[config.mk]
export PLATFORM = sky130hd
export DESIGN_NAME = voter_record_store_flat
export DESIGN_NICKNAME = d
export VERILOG_FILES = /design/src/rtl/voter_record_store_if.sv /design/src/rtl/voter_record_store.sv /design/src/flat_wrapper.sv
export SDC_FILE = /design/constraint.sdc
export NUM_CORES = 1
export LEC_CHECK = 0
export BUFFER_PORTS_ARGS = -buffer_cell sky130_fd_sc_hd__buf_2
export CELL_PAD_IN_SITES_DETAIL_PLACEMENT = 0
export CELL_PAD_IN_SITES_GLOBAL_PLACEMENT = 2
export CORE_MARGIN = 4
export CORE_UTILIZATION = 40
export DETAILED_ROUTE_END_ITERATION = 7
export PLACE_DENSITY = 0.76
export SYNTH_ARGS = -nofsm -noshare
export SYNTH_HDL_FRONTEND = slang
export SYNTH_SLANG_ARGS = --single-unit
[constraint.sdc]
create_clock -name clk -period 6.85 [get_ports clk]
set_input_delay 0 -clock clk [delete_from_list [all_inputs] [get_ports clk]]
set_output_delay 0 -clock clk [all_outputs]
set_load 0.02 [all_outputs]
[src/rtl/voter_record_store_if.sv]
// ============================================================================
// voter_record_store_if : ID-database write strobes, officer read/clear port
// and status outputs of voter_record_store. Adds parity_error when
// VOTER_STORE_PARITY_EN is defined.
// Revision: 1.0
// ============================================================================
`default_nettype none

interface voter_record_store_if #(
  parameter int ID_W   = 5,
  parameter int ADDR_W = 4
);
  logic              write;
  logic [ADDR_W-1:0] valid_voter_address;
  logic [ID_W-1:0]   valid_voter;
  logic              clear;
  logic              read_enable;
  logic [ADDR_W-1:0] read_address;
  logic              busy;
  logic              record_ack;
  logic              duplicate;
  logic              slot_conflict;
  logic [ID_W-1:0]   read_data;
  logic              read_valid;
  logic [ADDR_W:0]   stored_count;
  logic              full;
`ifdef VOTER_STORE_PARITY_EN
  logic              parity_error;
`endif

  modport master (
    output write, valid_voter_address, valid_voter, clear, read_enable, read_address,
    input  busy, record_ack, duplicate, slot_conflict, read_data, read_valid,
           stored_count, full
`ifdef VOTER_STORE_PARITY_EN
    , input parity_error
`endif
  );

  modport slave (
    input  write, valid_voter_address, valid_voter, clear, read_enable, read_address,
    output busy, record_ack, duplicate, slot_conflict, read_data, read_valid,
           stored_count, full
`ifdef VOTER_STORE_PARITY_EN
    , output parity_error
`endif
  );
endinterface

`default_nettype wire

[src/rtl/voter_record_store.sv]
// ============================================================================
// voter_record_store : DEPTH-entry voter record with repeat-voter scan,
// slot-conflict detection, officer read port and clear.
// Optional feature macro: VOTER_STORE_PARITY_EN (per-entry even parity).
// Revision: 1.0
// ============================================================================
`default_nettype none

module voter_record_store #(
  parameter int ID_W   = 5,
  parameter int ADDR_W = 4,
  parameter int DEPTH  = 16
) (
  input wire                  clk,
  input wire                  reset_n,
  voter_record_store_if.slave bus
);

  typedef enum logic [1:0] {IDLE, SCAN, COMMIT, REPORT} state_t;
  typedef enum logic [1:0] {RES_NONE, RES_ACK, RES_DUP, RES_CONF} result_t;

  state_t            state, state_nx;
  result_t           result, result_nx;
  logic [ADDR_W-1:0] tgt_addr, tgt_addr_nx;
  logic [ADDR_W-1:0] idx, idx_nx;
  logic [ID_W-1:0]   tgt_id, tgt_id_nx;
  logic              commit_en;
  logic              scan_hit;

  logic [ID_W-1:0]   mem [DEPTH];
  logic [DEPTH-1:0]  occupied;
  logic [ADDR_W:0]   count;
  logic [ID_W-1:0]   rd_data;
  logic              rd_valid;

`ifdef VOTER_STORE_PARITY_EN
  logic              par [DEPTH];
  logic              perr;

  // An entry with corrupted parity is treated as unmatched during SCAN.
  always_comb scan_hit = occupied[idx] && (mem[idx] == tgt_id) && ((^mem[idx]) == par[idx]);
`else
  always_comb scan_hit = occupied[idx] && (mem[idx] == tgt_id);
`endif

  always_ff @(posedge clk or negedge reset_n) begin
    if (!reset_n) begin
      state    <= IDLE;
      result   <= RES_NONE;
      tgt_addr <= '0;
      tgt_id   <= '0;
      idx      <= '0;
    end else begin
      state    <= state_nx;
      result   <= result_nx;
      tgt_addr <= tgt_addr_nx;
      tgt_id   <= tgt_id_nx;
      idx      <= idx_nx;
    end
  end

  always_comb begin
    state_nx    = state;
    result_nx   = result;
    tgt_addr_nx = tgt_addr;
    tgt_id_nx   = tgt_id;
    idx_nx      = idx;
    commit_en   = 1'b0;
    if (bus.clear) begin
      state_nx  = IDLE;
      result_nx = RES_NONE;
    end else begin
      case (state)
        IDLE: begin
          if (bus.write) begin
            tgt_addr_nx = bus.valid_voter_address;
            tgt_id_nx   = bus.valid_voter;
            idx_nx      = '0;
            result_nx   = RES_NONE;
            state_nx    = SCAN;
          end
        end
        SCAN: begin
          if (scan_hit) begin
            result_nx = RES_DUP;
            state_nx  = REPORT;
          end else if (idx == ADDR_W'(DEPTH - 1)) begin
            state_nx = COMMIT;
          end else begin
            idx_nx = idx + 1'b1;
          end
        end
        COMMIT: begin
          if (occupied[tgt_addr]) begin
            result_nx = RES_CONF;
          end else begin
            result_nx = RES_ACK;
            commit_en = 1'b1;
          end
          state_nx = REPORT;
        end
        REPORT: state_nx = IDLE;
        default: state_nx = IDLE;
      endcase
    end
  end

  always_ff @(posedge clk or negedge reset_n) begin
    if (!reset_n) begin
      occupied <= '0;
      count    <= '0;
    end else if (bus.clear) begin
      occupied <= '0;
      count    <= '0;
    end else if (commit_en) begin
      occupied[tgt_addr] <= 1'b1;
      count              <= count + 1'b1;
    end
  end

  // Entry payloads need no reset: the occupied bits gate every use.
  always_ff @(posedge clk) begin
    if (commit_en) begin
      mem[tgt_addr] <= tgt_id;
`ifdef VOTER_STORE_PARITY_EN
      par[tgt_addr] <= ^tgt_id;
`endif
    end
  end

  always_ff @(posedge clk or negedge reset_n) begin
    if (!reset_n) begin
      rd_data  <= '0;
      rd_valid <= 1'b0;
`ifdef VOTER_STORE_PARITY_EN
      perr     <= 1'b0;
`endif
    end else begin
      rd_valid <= bus.read_enable;
      if (bus.read_enable) begin
        rd_data <= occupied[bus.read_address] ? mem[bus.read_address] : '0;
      end
`ifdef VOTER_STORE_PARITY_EN
      perr <= bus.read_enable && occupied[bus.read_address] &&
              ((^mem[bus.read_address]) != par[bus.read_address]);
`endif
    end
  end

  assign bus.busy          = (state == SCAN) || (state == COMMIT);
  assign bus.record_ack    = (state == REPORT) && (result == RES_ACK);
  assign bus.duplicate     = (state == REPORT) && (result == RES_DUP);
  assign bus.slot_conflict = (state == REPORT) && (result == RES_CONF);
  assign bus.read_data     = rd_data;
  assign bus.read_valid    = rd_valid;
  assign bus.stored_count  = count;
  assign bus.full          = (count == (ADDR_W + 1)'(DEPTH));
`ifdef VOTER_STORE_PARITY_EN
  assign bus.parity_error  = perr;
`endif

endmodule

`default_nettype wire

[src/flat_wrapper.sv]
// flat-port wrapper written by rule: the top's interface ports become plain ports
module voter_record_store_flat 
#(
  parameter int ID_W   = 5,
  parameter int ADDR_W = 4,
  parameter int DEPTH  = 16
)
  (clk, reset_n, bus_write, bus_valid_voter_address, bus_valid_voter, bus_clear, bus_read_enable, bus_read_address, bus_busy, bus_record_ack, bus_duplicate, bus_slot_conflict, bus_read_data, bus_read_valid, bus_stored_count, bus_full);
  voter_record_store_if #(.ID_W(ID_W), .ADDR_W(ADDR_W)) bus_i ();
  input wire clk;
  input wire reset_n;
  input wire logic [$bits(bus_i.write)-1:0] bus_write;
  input wire logic [$bits(bus_i.valid_voter_address)-1:0] bus_valid_voter_address;
  input wire logic [$bits(bus_i.valid_voter)-1:0] bus_valid_voter;
  input wire logic [$bits(bus_i.clear)-1:0] bus_clear;
  input wire logic [$bits(bus_i.read_enable)-1:0] bus_read_enable;
  input wire logic [$bits(bus_i.read_address)-1:0] bus_read_address;
  output wire logic [$bits(bus_i.busy)-1:0] bus_busy;
  output wire logic [$bits(bus_i.record_ack)-1:0] bus_record_ack;
  output wire logic [$bits(bus_i.duplicate)-1:0] bus_duplicate;
  output wire logic [$bits(bus_i.slot_conflict)-1:0] bus_slot_conflict;
  output wire logic [$bits(bus_i.read_data)-1:0] bus_read_data;
  output wire logic [$bits(bus_i.read_valid)-1:0] bus_read_valid;
  output wire logic [$bits(bus_i.stored_count)-1:0] bus_stored_count;
  output wire logic [$bits(bus_i.full)-1:0] bus_full;
  assign bus_i.write = bus_write;
  assign bus_i.valid_voter_address = bus_valid_voter_address;
  assign bus_i.valid_voter = bus_valid_voter;
  assign bus_i.clear = bus_clear;
  assign bus_i.read_enable = bus_read_enable;
  assign bus_i.read_address = bus_read_address;
  assign bus_busy = bus_i.busy;
  assign bus_record_ack = bus_i.record_ack;
  assign bus_duplicate = bus_i.duplicate;
  assign bus_slot_conflict = bus_i.slot_conflict;
  assign bus_read_data = bus_i.read_data;
  assign bus_read_valid = bus_i.read_valid;
  assign bus_stored_count = bus_i.stored_count;
  assign bus_full = bus_i.full;
  voter_record_store #(.ID_W(ID_W), .ADDR_W(ADDR_W), .DEPTH(DEPTH)) u_core (.clk(clk), .reset_n(reset_n), .bus(bus_i));
endmodule
Word level (Yosys, flattened, before mapping). Memories as Yosys holds them, arrays and structs flattened. Index checks and enable logic that the tools add are counted.

Bitwise logic cells: 2. $add $sub $neg: 2. Magnitude comparators: 4. Multiplexer cells: 32. Equal/unequal tests: 15. Reduce and logical (&&, ||, !) cells: 14.

Operators with widths (number): $mux W16 (2); $mux W2 (8); $or A16 B16 Y16 (1); $lt A4 B5 Y1 const B (3); $mux W5 (3); $bmux W1 S4 (3); $mux W4 (3); $mux W1 (9); $eq A2 B2 Y1 const B (4); $pmux W2 S4 (1); $pmux W4 S2 (1); $ne A2 B2 Y1 const B (3); $pmux W2 S3 (1); $reduce_and A3 Y1 (2); $add A5 B1 Y5 const B (1); $eq A5 B5 Y1 (1); $eq A5 B5 Y1 const B (1); $logic_and A1 B1 Y1 (5); $reduce_and A5 Y1 (1); $add A4 B1 Y4 const B (1); $demux W1 S4 (1); $eq A2 B1 Y1 const B (2); $eq A4 B4 Y1 const B (1); $ge A4 B1 Y1 const B (1); other kinds (9) (10).

Memory bits (writable): 80. Flip-flop bits (word level): 44. Memories kept: 1. Input port bits: 18.

Memories: u_core.mem (depth 16, bits a word 5, read ports 2, clocked after Yosys merged registers in 0, write ports 1, RTL line voter_record_store.sv:30) `logic [ID_W-1:0] mem [DEPTH];`.

Logic depth before layout (Yosys ltp).
Depth after elaboration: 7. Gate-level depth with buffers: 12.

Least setup slack after synthesis. Ideal clock, no wire load.

Path type: register to register. From: register u_core.tgt_addr[0]. To: memory u_core.mem[0][0] (enable). Slack: 4.099 ns. Arrival time: 2.411 ns. Path buffers: 1. Required time: 6.511 ns. Stages on the path, launching flop included: 8. Period minus slack after synthesis: 2.751 ns. Library setup time: 0.339 ns. Cell sequence: dfrtp_1 buf_6 mux4_1 mux4_2 nand2b_4 nand2b_4 or3_4 nor2_1.

Cells in the longest elaborated chain, start to end: 7.

RTL lines: from (decl) (RTL line voter_record_store.sv:24) `logic [ADDR_W-1:0] tgt_addr, tgt_addr_nx;`; from (signal assigned) (RTL line voter_record_store.sv:56) `tgt_addr <= tgt_addr_nx;`; $bmux W1 S4 (RTL line voter_record_store.sv:94) `if (occupied[tgt_addr]) begin`; $mux W1 (not written as such) (RTL line voter_record_store.sv:94); $mux W1 (RTL line voter_record_store.sv:94); $mux W1 (RTL line voter_record_store.sv:73) `case (state)`; $mux W1 (RTL line voter_record_store.sv:69) `if (bus.clear) begin`; $mux W1 (RTL line voter_record_store.sv:123) `if (commit_en) begin`; $mux W1 (not written as such) (RTL line voter_record_store.sv:124) `mem[tgt_addr] <= tgt_id;`; to (decl) (RTL line voter_record_store.sv:30).

Several ways; a longest one is shown, not always the timed one. The select of a mux whose other input is x is not followed.

Final worst setup path.
From: register u_core.idx[1]. To: register u_core.result[1].

Cells in the longest elaborated chain, start to end: 5.

RTL lines: from (decl) (RTL line voter_record_store.sv:25) `logic [ADDR_W-1:0] idx, idx_nx;`; from (signal assigned) (RTL line voter_record_store.sv:58) `idx <= idx_nx;`; $mem_v2 Z16 W5 or $bmux W1 S4 (tied branches); $eq A5 B5 Y1 or $mux W1 (tied branches) (RTL line voter_record_store.sv:43) `always_comb scan_hit = occupied[idx] && (mem[idx] == tgt_id);`; $logic_and A1 B1 Y1 (*) (RTL line voter_record_store.sv:43); $ne A3 B2 Y1 (no source line) (*); $reduce_and A3 Y1 (no source line) (*); to (signal assigned) (RTL line voter_record_store.sv:55) `result <= result_nx;`; to (decl) (RTL line voter_record_store.sv:23) `result_t result, result_nx;`.

Mark *: on every way between the ends. The rest lies on a longest branch, timed or not. The select of a mux whose other input is x is not followed. A chain may end at the register's enable or synchronous reset.

==> run metrics <==
Finished Layout Cells=roughly 670; Leak Pwr=about 0.0027 uW; Reg clk slew, reported paths=0.05 ns; hold slack=between 0.08 and 0.09 ns; setup ws final=3.14 ns; vias per cell=5.66; Worst Skew=0.0103 ns; syn nets=between 400 and 500; post-route ant nets=0; worst r2r src=u_core.idx[1]$_DFFE_PN0P_; yosys synthesis warning count=0; Post-DP HPWL=10.1 mm; Mean Syn Cell Area=between 15 and 20 um^2; # diodes=0; Synth Register Bits=124; Area Growth Syn to Fin=15.8%; nature of the critical path endpoint=register; chip height=between 100 and 150 um; GRT Total Usage=18.2%; Iteration-0 DRC Markers=326; num ports=34; Pins Over Slew Limit=0; CP Class=reg2reg; Fmax achieved=approximately 0.27 GHz; total number of vias=around 3800; Required @ worst endpoint=about 7.2 ns; most frequent cells after synthesis=edfxtp_1 (80), mux4_2 (52), dfrtp_1 (44); CTS tree=yes; PostCTS Resize Cnt=0; Main synth FF type=edfxtp_1; Layout Nets=between 400 and 500; crit-path cells=buf_4, mux4_2, a22o_1, a21oi_1, xnor2_1, nor2_1, nand4_1, mux2_1, a221o_1; vias in the first global route=around 3900; DR DRC count=0; clk_lat worst skew=between 0.4 and 0.5 ns; Final setup viols=0; CTS Buffer Depth=2; CP arrival=4.01 ns; share of the synthesized area in the top cell type=38.5%; Switch Pwr=approximately 700 uW; Async S/R FF share, synth=between 30% and 40%; cells after synthesis=409; worst min path class=in2reg; cell chosen for the clock root=clkbuf_16; highest net fanout along the worst path=17; Placement Setup Slack=3.11 ns; P_int=~1600 uW; gr ovfl total=0; CTS Buf Count=17; most numerous cell in the Yosys netlist=edfxtp_1; sequential fraction of the synthesis area=between 50% and 60%; H-tree depth=4; Post-Place Cells=between 600 and 700; Post-synth EDFFs=80; max cap viols=0; Initial Util=40.9%; post-layout min period=3.71 ns; CP startpoint kind=register; layout cell share with drive strength beyond 1=29.4%; Fin. Hold Viols=0; Layout Utilization=47.4%; RSZ-0062 raised after global routing=false; Post CTS Setup Buffer Count=0; post-DR wirelength/cell=22.5 um; Die X=approximately 130 um; sequential share of power=45.6%; worst vdd ir=a little over 0.0002 V; row count=45; die area=0.0177 mm^2; status=finished clean; gpl congestion=0.845; period utilisation layout=54.2%; Power Dens Cells=323 mW/mm^2; Slew @ Worst Pin=1.03 ns; largest net degree at the start of global routing=45; final WL=~15 mm; Gate power share=18.6%; crit-path max cell delay=0.74 ns; port bufs=33; Placeable Area=0.0153 mm^2; Clock Sinks=124; hold path startpoint=bus_write; first-pass GRT wire length=around 24 mm; Synth area leader=edfxtp_1; critical path startpoint=u_core.idx[1]$_DFFE_PN0P_; Setup TNS Final=0 ns; synth top area cells=edfxtp_1 (38%), mux4_2 (19%), dfrtp_1 (18%), mux2i_1 (2.2%), mux2_2 (2.0%); Rel. slew slack=31.3%; post-synthesis cell type count=53; clock power share=35.8%; Initial DRT Pass Iterations=4; Mapped Area=0.00624 mm^2; CP max-delay cell=dfrtp_1; sw frac=30.0%; number of antenna violations at the first check in global routing=0
[cell type report]
cell class,instances,area [um^2]
timing repair buffer,47,300
tap,211,264
clock buffer,17,425
multi-input combinational,241,2540
fill,1313,8030
inverter,19,71.3
sequential,124,3500
clock inverter,14,124
[flip-flops by register name, indices dropped and copies added, names as in the netlist]
name                     flops
u_core.mem                  80
u_core.occupied             16
u_core.bus.read_data         5
u_core.bus.stored_count      5
u_core.tgt_id                5
u_core.idx                   4
u_core.tgt_addr              4
u_core.result                2
u_core.state                 2
u_core.bus.read_valid        1
[placed cells by master, fill, tap and decap left out, drive strengths merged, types with 2 or more instances in the layout]
cell type and instances:
a21o 11, a21oi 4, a221oi 4, a22oi 3
a31oi 3, and2 4, buf 35, clkbuf 17
clkinv 8, clkinvlp 3, dfrtp 44, dlygate4sd3 12
edfxtp 80, ha 8, inv 21, mux2 12
mux2i 14, mux4 55, nand2 13, nand2b 9
nand3 12, nor2 33, nor2b 6, nor3 2
o21ai 12, o22ai 7, or3 3, xnor2 5
xor2 3
[critical path, delay by kind of cell, from the launching register on]
family,cells,cell delay (ns)
and+or+nand+nor,2,0.59
buffers and inverters,1,0.41
AOI/OAI and AO/OA,3,0.68
muxes,2,1.05
DFF,1,0.74
xor gates and xnor gates,1,0.09
[cells by family (layout without fill, tap and decap cells)]
| logic type | Yosys count | count (layout) | synth area share, % |
|---|---|---|---|
| AOI/OAI and AO/OA | 53 | 53 | 5.79 |
| xor gates and xnor gates | 8 | 8 | 1.12 |
| adders and majority gates | 8 | 8 | 1.60 |
| buffers and inverters | 44 | 97 | 3.19 |
| DFF | 124 | 124 | 56.1 |
| muxes | 81 | 81 | 24.4 |
| and+or+nand+nor | 91 | 91 | 7.77 |
[power groups by stage]
stage	sequential (uW)	combinational [uW]	clock (uW)
global route	1080	474	885
global placement	1070	428	0
finish	1070	434	837
detailed placement	1080	431	0
floorplan	1010	381	0
CTS	1070	438	847
[stage by stage]
stage | instance area (um^2) | power (uW)
2_1_floorplan | 6240 | 1390
3_3_place_gp | 6560 | 1500
3_5_place_dp | 6560 | 1510
4_1_cts | 7230 | 2350
5_1_grt | 7230 | 2440
6_report | 7230 | 2340
[layer usage]
metal	GRT usage, %	share of wire [%]	vias to the layer above
li1	-	-	1695
met1	24.4	43	1950
met2	28.1	48	132
met3	4.49	6.2	33
met4	8.20	2.9	0
met5	0	0	-
[worst paths after layout]
path | to | slack (ns) | depth (start not counted)
worst min-delay path | u_core.result[0]$_DFFE_PN0P_ | 0.08 | 4
worst min register to register | u_core.bus.read_data[1]$_DFFE_PN0P_ | 0.51 | 2
min in group asynchronous | u_core.bus.stored_count[1]$_DFFE_PN0P_ | 0.30 | 2
max in group asynchronous | u_core.bus.read_data[4]$_DFFE_PN0P_ | 5.90 | 2
worst max-delay path | u_core.result[1]$_DFFE_PN0P_ | 3.14 | 9
worst max register to register | u_core.result[1]$_DFFE_PN0P_ | 3.14 | 9
[repair_timing]
| action | CTS | global route |
|---|---|---|
| endpoints found under the setup margin | 0 | 0 |
| hold endpoints to repair | 64 | 0 |
| hold buffers | 12 | 0 |
No activity file was read; power rests on OpenSTA's default activity.
